`config.mk`:
```
export PLATFORM = sky130hd
export DESIGN_NAME = cnn_rd_arbiter
export DESIGN_NICKNAME = d
export VERILOG_FILES = /design/src/rtl/cnn_rd_arbiter.sv
export SDC_FILE = /design/constraint.sdc
export NUM_CORES = 1
export LEC_CHECK = 0
export CORE_AREA = 10 10 354 356
export CTS_CLUSTER_SIZE = 25
export DETAILED_ROUTE_END_ITERATION = 12
export DIE_AREA = 0 0 364 366
export PLACE_DENSITY = 0.3
export SLEW_MARGIN = 20
export SYNTH_ARGS = -nofsm -noshare
export SYNTH_HDL_FRONTEND = slang
export SYNTH_SLANG_ARGS = --single-unit
```
`constraint.sdc`:
```
create_clock -name ACLK -period 2.2 [get_ports ACLK]
set_input_delay 0.33 -clock ACLK [delete_from_list [all_inputs] [get_ports ACLK]]
set_output_delay 0.33 -clock ACLK [all_outputs]
set_load 0.05 [all_outputs]
```
`src/rtl/cnn_rd_arbiter.sv`:
```
// cnn_rd_arbiter
//
// Purpose:
//   Shares the AXI4 AR/R channel pair of the CNN AXI master between two burst
//   requesters: port 0 (IFM tile fetch) and port 1 (weight fetch). Burst
//   requests are arbitrated onto AR one at a time. The granted port number is
//   pushed into an in-order tag FIFO, and each returning R beat is steered to
//   the port at the FIFO head.
//
// Build option:
//   RD_ARB_PRIORITY_EN  defined   -> fixed priority, port 0 wins when both are valid
//                       undefined -> round-robin (default)
//
// Ports:
//   ACLK, ARESETN                     clock, asynchronous active-low reset
//   reqN_valid/ready/addr/len         burst request handshake per port (N = 0,1)
//   rdN_data/valid/ready/last         beat delivery to requester N
//   M_AXI_AR*                         AXI4 read-address channel (master side)
//   M_AXI_R*                          AXI4 read-data channel (master side)
//   outstanding                       tag FIFO occupancy (accepted, not yet completed bursts)
//   rd_err                            sticky error: bad RRESP or a beat arriving with no owner
//   err_clr                           clears rd_err (a new error in the same cycle wins)
//   idle                              no AR pending and no burst outstanding
module cnn_rd_arbiter #(
    parameter int ADDR_WIDTH      = 32,
    parameter int AXI_WIDTH       = 256,
    parameter int LEN_WIDTH       = 8,
    parameter int ID_WIDTH        = 4,
    parameter int MAX_OUTSTANDING = 4,
    parameter int CW              = $clog2(MAX_OUTSTANDING + 1)
) (
    input  logic                  ACLK,
    input  logic                  ARESETN,

    input  logic                  req0_valid,
    output logic                  req0_ready,
    input  logic [ADDR_WIDTH-1:0] req0_addr,
    input  logic [LEN_WIDTH-1:0]  req0_len,

    input  logic                  req1_valid,
    output logic                  req1_ready,
    input  logic [ADDR_WIDTH-1:0] req1_addr,
    input  logic [LEN_WIDTH-1:0]  req1_len,

    output logic [AXI_WIDTH-1:0]  rd0_data,
    output logic                  rd0_valid,
    input  logic                  rd0_ready,
    output logic                  rd0_last,

    output logic [AXI_WIDTH-1:0]  rd1_data,
    output logic                  rd1_valid,
    input  logic                  rd1_ready,
    output logic                  rd1_last,

    output logic [ID_WIDTH-1:0]   M_AXI_ARID,
    output logic [ADDR_WIDTH-1:0] M_AXI_ARADDR,
    output logic [LEN_WIDTH-1:0]  M_AXI_ARLEN,
    output logic [2:0]            M_AXI_ARSIZE,
    output logic [1:0]            M_AXI_ARBURST,
    output logic                  M_AXI_ARVALID,
    input  logic                  M_AXI_ARREADY,

    input  logic [AXI_WIDTH-1:0]  M_AXI_RDATA,
    input  logic [1:0]            M_AXI_RRESP,
    input  logic                  M_AXI_RLAST,
    input  logic                  M_AXI_RVALID,
    output logic                  M_AXI_RREADY,

    output logic [CW-1:0]         outstanding,
    output logic                  rd_err,
    input  logic                  err_clr,
    output logic                  idle
);

    localparam int SIZE_LOG2 = $clog2(AXI_WIDTH / 8);
    localparam int PW        = $clog2(MAX_OUTSTANDING);
    localparam logic [ADDR_WIDTH-1:0] ADDR_MASK = ~(ADDR_WIDTH'((1 << SIZE_LOG2) - 1));

    typedef enum logic {
        AR_IDLE,
        AR_ISSUE
    } ar_state_t;

    ar_state_t             state_q;
    ar_state_t             state_d;

    logic                  grant;
    logic                  room;
    logic                  accept;
    logic [ADDR_WIDTH-1:0] sel_addr;
    logic [LEN_WIDTH-1:0]  sel_len;
    logic [ADDR_WIDTH-1:0] araddr_q;
    logic [LEN_WIDTH-1:0]  arlen_q;

    logic [PW-1:0]         wr_ptr_q;
    logic [PW-1:0]         rd_ptr_q;
    logic [CW-1:0]         count_q;
    logic                  tag_mem [MAX_OUTSTANDING];
    logic                  fifo_empty;
    logic                  head;
    logic                  push;
    logic                  pop;

    logic                  r_hs;
    logic                  stray;
    logic                  bad_beat;
    logic                  rd_err_q;

    // Constant AR attributes: a single ID so the slave returns bursts in order,
    // full-width beats and incrementing bursts.
    assign M_AXI_ARID    = '0;
    assign M_AXI_ARSIZE  = 3'(SIZE_LOG2);
    assign M_AXI_ARBURST = 2'b01;
    assign M_AXI_ARADDR  = araddr_q;
    assign M_AXI_ARLEN   = arlen_q;

`ifdef RD_ARB_PRIORITY_EN
    // Fixed priority: port 1 is only chosen when port 0 has nothing to ask for.
    always_comb begin
        grant = 1'b0;
        if (!req0_valid && req1_valid) begin
            grant = 1'b1;
        end
    end
`else
    logic last_grant_q;

    // Round-robin: a lone requester always wins; on a tie the port that did
    // not win last time gets the slot.
    always_comb begin
        grant = 1'b0;
        if (req0_valid && req1_valid) begin
            grant = ~last_grant_q;
        end else if (req1_valid) begin
            grant = 1'b1;
        end
    end

    // Remember who won the most recent accepted request. Resetting to 1 makes
    // port 0 the winner of the very first tie.
    always_ff @(posedge ACLK or negedge ARESETN) begin
        if (!ARESETN) begin
            last_grant_q <= 1'b1;
        end else if (accept) begin
            last_grant_q <= grant;
        end
    end
`endif

    // A request can only be taken while no AR is in flight and the tag FIFO
    // still has room, so the FIFO can never overflow. accept is built from
    // inputs and state only, which keeps it out of the FSM process.
    assign room     = (count_q < CW'(MAX_OUTSTANDING));
    assign accept   = (state_q == AR_IDLE) && room && (grant ? req1_valid : req0_valid);
    assign sel_addr = grant ? req1_addr : req0_addr;
    assign sel_len  = grant ? req1_len  : req0_len;

    // AR state register.
    always_ff @(posedge ACLK or negedge ARESETN) begin
        if (!ARESETN) begin
            state_q <= AR_IDLE;
        end else begin
            state_q <= state_d;
        end
    end

    // AR next-state and handshake outputs. Ready goes only to the granted
    // port; ARVALID is held in AR_ISSUE until the slave takes the address.
    always_comb begin
        state_d       = state_q;
        req0_ready    = 1'b0;
        req1_ready    = 1'b0;
        M_AXI_ARVALID = 1'b0;
        case (state_q)
            AR_IDLE: begin
                req0_ready = room && !grant;
                req1_ready = room && grant;
                if (accept) begin
                    state_d = AR_ISSUE;
                end
            end
            AR_ISSUE: begin
                M_AXI_ARVALID = 1'b1;
                if (M_AXI_ARREADY) begin
                    state_d = AR_IDLE;
                end
            end
            default: begin
                state_d = AR_IDLE;
            end
        endcase
    end

    // Latch the accepted burst. The address is aligned down to a full beat so
    // the slave never sees a narrow first transfer. Values only change on
    // accept, which keeps them stable while ARVALID waits for ARREADY.
    always_ff @(posedge ACLK or negedge ARESETN) begin
        if (!ARESETN) begin
            araddr_q <= '0;
            arlen_q  <= '0;
        end else if (accept) begin
            araddr_q <= sel_addr & ADDR_MASK;
            arlen_q  <= sel_len;
        end
    end

    // Tag FIFO control: push the winning port on accept, pop on the final beat
    // of a burst. Push and pop together leave the occupancy unchanged.
    assign push       = accept;
    assign r_hs       = M_AXI_RVALID && M_AXI_RREADY;
    assign pop        = r_hs && M_AXI_RLAST;
    assign fifo_empty = (count_q == '0);
    assign head       = tag_mem[rd_ptr_q];

    always_ff @(posedge ACLK or negedge ARESETN) begin
        if (!ARESETN) begin
            wr_ptr_q <= '0;
            rd_ptr_q <= '0;
            count_q  <= '0;
        end else begin
            if (push) begin
                wr_ptr_q <= wr_ptr_q + PW'(1);
            end
            if (pop) begin
                rd_ptr_q <= rd_ptr_q + PW'(1);
            end
            case ({push, pop})
                2'b10:   count_q <= count_q + CW'(1);
                2'b01:   count_q <= count_q - CW'(1);
                default: count_q <= count_q;
            endcase
        end
    end

    // Tag storage needs no reset: entries are only read while the FIFO is
    // non-empty, and every such entry was written after reset.
    always_ff @(posedge ACLK) begin
        if (push) begin
            tag_mem[wr_ptr_q] <= grant;
        end
    end

    // R steering is purely combinational so a beat flows through with no
    // added latency. Only the head owner sees data/valid/last; the other port
    // is held at zero. With no burst outstanding RREADY stays low so a stray
    // beat is never swallowed.
    always_comb begin
        rd0_data     = '0;
        rd0_valid    = 1'b0;
        rd0_last     = 1'b0;
        rd1_data     = '0;
        rd1_valid    = 1'b0;
        rd1_last     = 1'b0;
        M_AXI_RREADY = 1'b0;
        if (!fifo_empty) begin
            if (head) begin
                rd1_data     = M_AXI_RDATA;
                rd1_valid    = M_AXI_RVALID;
                rd1_last     = M_AXI_RLAST;
                M_AXI_RREADY = rd1_ready;
            end else begin
                rd0_data     = M_AXI_RDATA;
                rd0_valid    = M_AXI_RVALID;
                rd0_last     = M_AXI_RLAST;
                M_AXI_RREADY = rd0_ready;
            end
        end
    end

    // Sticky error flag. A consumed beat with a non-OKAY response, or a beat
    // presented while nothing is outstanding, sets it. Setting beats clearing
    // so an error landing on the clear cycle is not lost.
    assign stray    = M_AXI_RVALID && fifo_empty;
    assign bad_beat = r_hs && (M_AXI_RRESP != 2'b00);

    always_ff @(posedge ACLK or negedge ARESETN) begin
        if (!ARESETN) begin
            rd_err_q <= 1'b0;
        end else if (stray || bad_beat) begin
            rd_err_q <= 1'b1;
        end else if (err_clr) begin
            rd_err_q <= 1'b0;
        end
    end

    assign rd_err      = rd_err_q;
    assign outstanding = count_q;
    assign idle        = (state_q == AR_IDLE) && fifo_empty;

endmodule

```
# == Word-level counts from Yosys, hierarchy flattened ==
# Memories as Yosys holds them, arrays and structs flattened.
# Cells that the tools add are included.
# totals
out_inout_bits,574
inputBits,348
register_bits,45
word_cells,63
mem_bits_rw,4
n_memories,1
# op_classes
n_lt_le_gt_ge,1
muxes,29
n_addsub,4
bitwise_logic,2
n_reduce_logical,16
n_eq_ne,2
# memory_table
memory,words,width,rd,rd_clocked_by_memory_dff,write_ports,line,text
tag_mem,4,1,1,0,1,98,logic tag_mem [MAX_OUTSTANDING];
# op_table
cell,count
two-way mux 256 bit,4
two-way mux 32 bit,1
two-way mux 1 bit,21
logical AND 1 bit,10
two-way mux 8 bit,1
case mux 3 bit (2 select lines),1
nonzero test 2 bit,3
"adder 2 x 1 -> 2 bit, second input constant",2
"adder 3 x 1 -> 3 bit, second input constant",1
zero test 3 bit,1
"< comparator 3 bit, second input constant",1
"subtractor 3 x 1 -> 3 bit, second input constant",1
"equality test 2 x 1 -> 1 bit, second input constant",1
"equality test 2 bit, second input constant",1
NOT 1 bit,2
case mux 1 bit (2 select lines),1
zero test 1 bit,1
logical OR 1 bit,1

# == Longest topological paths before layout ==
# An unclocked memory read counts as a cell.
# logic_depth
ltp_word,7
depth_mapped,10
mapped_depth_nobuf,9

# == Worst setup path before layout ==
# No wires, ideal clock.
# synth_timing
path_type,flip-flop to output port
from,register count_q[0] (netlist: outstanding[0])
to,output port idle
t_arrival_ns,2.222
n_path_buf,0
path_stages_with_launch,2
path_slack_ns,-0.352
cell_sequence,dfrtp_1 nor4_1
# synth_between
elab_chain_len,2
# synth_lines
element,line,text
start: declaration,97,logic [CW-1:0] count_q;
start signal: assignment,228,2'b10: count_q <= count_q + CW'(1);
start signal: assignment,229,2'b01: count_q <= count_q - CW'(1);
start signal: assignment,230,default: count_q <= count_q;
zero test 3 bit,212,assign fifo_empty = (count_q == '0);
logical AND 1 bit,288,assign idle = (state_q == AR_IDLE) && fifo_empty;
end: declaration,72,output logic idle
# No other way between the ends.

# == Worst setup path in the final report ==
# layout_timing
from,register rd_ptr_q[1]
to,output port rd0_data[56]
# layout_between
elab_chain_len,3
# layout_lines
element,line,text
start: declaration,96,logic [PW-1:0] rd_ptr_q;
start signal: assignment,225,rd_ptr_q <= rd_ptr_q + PW'(1);
memory (4 x 1 bit),-,
two-way mux 256 bit,256,if (head) begin
two-way mux 256 bit,255,if (!fifo_empty) begin
end: declaration,45,"output logic [AXI_WIDTH-1:0] rd0_data,"
# No other way between the ends.

==> metrics.yaml <==
fin_nets: 2411
cap_violations: 0
place.port_buffers: 897
yosysTopAreaCellShare: 0.3274
tns_ns: -143.06
synth_largest_area_cell: "nor2_1"
tightest_slew_ns: 0.6707
synth_compound_area_frac: 0.04239
dp.cells: 3545
cts.htree.levels: 2
grt_use_total: 0.1215
wire_per_inst_um: 24.33
grt_pass1_vias: 12080
syn_avg_cell_area_um2: 5.435
startpoint_type: "flop"
seqCellArea_um2: 1252
path_class: "flop to primary output"
clk_pin_slew_ns: 0.07
ys.flop_type: "dfrtp_1"
fin_crit_sh: 1.183
drt_iter0_drc: 488
synth_top_family_by_area: "simple AND/OR/NAND/NOR gates"
grt_max_degree: 72
place.gp.congestion: 0.8698
ios: 922
rr_endpoint: "outstanding[2]"
crit_arrival_ns: 2.27
syn_inst: 1097
fin_hold_ws_ns: 0.4803
synth_xor_area_frac: 0.007345
die_w_um: 364
yosysWarnings: 0
clock.fmax_ghz: 0.3843
fp.dieArea_um2: 133200
core_area_um2: 117800
grt-ovfl-total: 0
grt_antenna_before_repair: 22
reg2reg_from: "rd_ptr_q[1]"
drc: 0
syn-cell-area_um2: 5962
cp_max_fo: 28
cts_root_buf: "clkbuf_16"
ant_nets: 0
synth_edf_count: 4
hpwlAfterDp_mm: 76.22
fin_cells: 3599
routed_wl_mm: 87.57
synth.distinct_cells: 35
fp.dieH_um: 366
finalMaxSlewViolations: 0
worstRegToRegCells: 10
n_fill_cell: 12990
r2r_setup_slack_ns: -0.22
crit_required_ns: 1.87
period_minus_slack_ns: 2.602
synth.area.mux_share: 0.06821
drive_gt1_frac: 0.5889
crit_end: "rd0_data[56]"
synthToLayoutAreaGrowth_pct: 291.4
yosys_register_bits: 49
violations: "negative setup slack"
synthAdderAreaFrac: 0.01385
synthArstFlopShare: 0.9184
cts_num_sinks: 49
holdPathStages: 2
outcome: "finished, violations left"
row_count: 126
synth_area_leaders: "nor2_1 33%, nand2_1 19%, dfrtp_1 18%"
finalClockSkew_ns: 0.01249
synth-simple-area-share: 0.5299
ys_seq_area_frac: 0.2092
cts_tree: "yes"
start_util: 0.05063
clk_latency_ns: 0.31
grt_pass1_wl_mm: 113.3
setup_ws_ns: -0.4020
cts-buffers-inserted: 5
multiInputGateArea_um2: 5923
startpoint: "rd_ptr_q[1]"
setup_viol: 519
hold_violations: 0
rsz0062_at_grt: "yes"
drtPass1Iterations: 4
routed_via_density: 3.137
holdCritPathClass: "flop to flop"
slew_headroom: 0.5529
end_kind: "primary output"
num_vias: 11290
cts.path.max_buffers: 2
## state kept, by name (all words and copies together), names as in the netlist, 2 cells and up
name,flops
M_AXI_ARADDR,27
wr_ptr_q,2
tag_mem,4
outstanding,3
rd_ptr_q,2
M_AXI_ARLEN,8
## placed cells by master (no fill, tap or decap), types with 3 or more instances in the layout
cell,instances
nor2_2,356
nand2_2,11
edfxtp_1,4
mux2i_1,35
buf_4,260
o21ai_1,10
xnor2_1,4
buf_6,33
nor2_4,123
ha_1,4
dfrtp_1,40
conb_1,14
dfrtp_2,4
and2_1,6
o21ai_0,29
buf_8,10
clkdlybuf4s50_1,357
buf_16,14
nand2_1,285
clkbuf_16,15
buf_12,366
nor2_1,41
diode_2,5
inv_1,3
## per-stage QoR
step                        util  cell area [um2]  worst slack (ns)
after floorplan                -             7141           -0.2398
after global placement    0.1811            21330           -0.4335
after detailed placement  0.1811            21330           -0.3111
after CTS                 0.1912            22520           -0.3788
after global routing      0.1981            23320           -0.4295
final                     0.1982            23340           -0.4020
## per-layer routing
metal | up-vias | part of all wire | GRT usage | routed length [um]
li1 | 5247 | - | - | -
met1 | 5474 | 0.38 | 0.1366 | 33530
met2 | 528 | 0.51 | 0.2229 | 44970
met3 | 29 | 0.097 | 0.04769 | 8525
met4 | 12 | 0.0054 | 0.007106 | 476
met5 | - | 0.00078 | 0 | 68
## cell usage after synthesis (2+ instances only)
master / number
mux2i_1: 38
buf_4: 16
nand2b_1: 2
nor3_1: 2
dfrtp_1: 44
conb_1: 2
nor2_1: 520
buf_6: 26
ha_1: 5
o21ai_0: 29
a21oi_1: 2
clkbuf_1: 13
inv_1: 3
o21ai_1: 10
nand2_1: 297
xnor2_1: 4
buf_2: 57
edfxtp_1: 4
and2_1: 6
o21a_1: 2
## critical path, stage by stage, from the launching register on
cell and delay (ns):
dfrtp_1 0.43, mux2_4 0.33, buf_6 0.12, o21a_4 0.24, buf_12 0.17, clkbuf_16 0.27, nor2_4 0.14, buf_12 0.15
## how the worst min path moves through the flow
stage / from / to / slack [ns]
finish: M_AXI_ARLEN[3] / M_AXI_ARLEN[3] / 0.48
global placement: ARESETN / M_AXI_ARADDR[29] / 0.33
detailed placement: ARESETN / M_AXI_ARADDR[29] / 0.32
floorplan: ARESETN / M_AXI_ARADDR[10] / 0.03
global route: M_AXI_ARLEN[3] / M_AXI_ARLEN[3] / 0.50
CTS: M_AXI_ARLEN[3] / M_AXI_ARLEN[3] / 0.49
## cell type report
cell class,instances,share of cell area
Tap cell,1536,0.08235
Antenna cell,5,0.0005361
Timing Repair Buffer,1053,0.6023
Sequential cell,49,0.05367
Inverter,4,0.0006434
Clock inverter,2,0.0006970
Clock buffer,6,0.005951
Multi-Input combinational cell,944,0.2538
## cells by family (layout without fill, tap and decap cells)
family	after synthesis	count (layout)
AND/OR/NAND/NOR	832	832
buffers and inverters	116	1065
XOR/XNOR	5	5
other	2	19
adder cells (fa/ha/maj)	6	6
AO/OA/AOI/OAI	47	47
multiplexers	40	40
flip-flops	49	49
## what timing repair did
action	4_1_cts	5_1_grt
endpoints found under the hold margin	16	0
pin swaps	39	14
endpoints found under the setup margin	519	520
buffers inserted	17	5
resized for setup	150	118
hold buffers	1	0
cloned	9	10
Power is not shown: default switching activity piles up to over one toggle a cycle in this logic, so the estimate is an artifact.
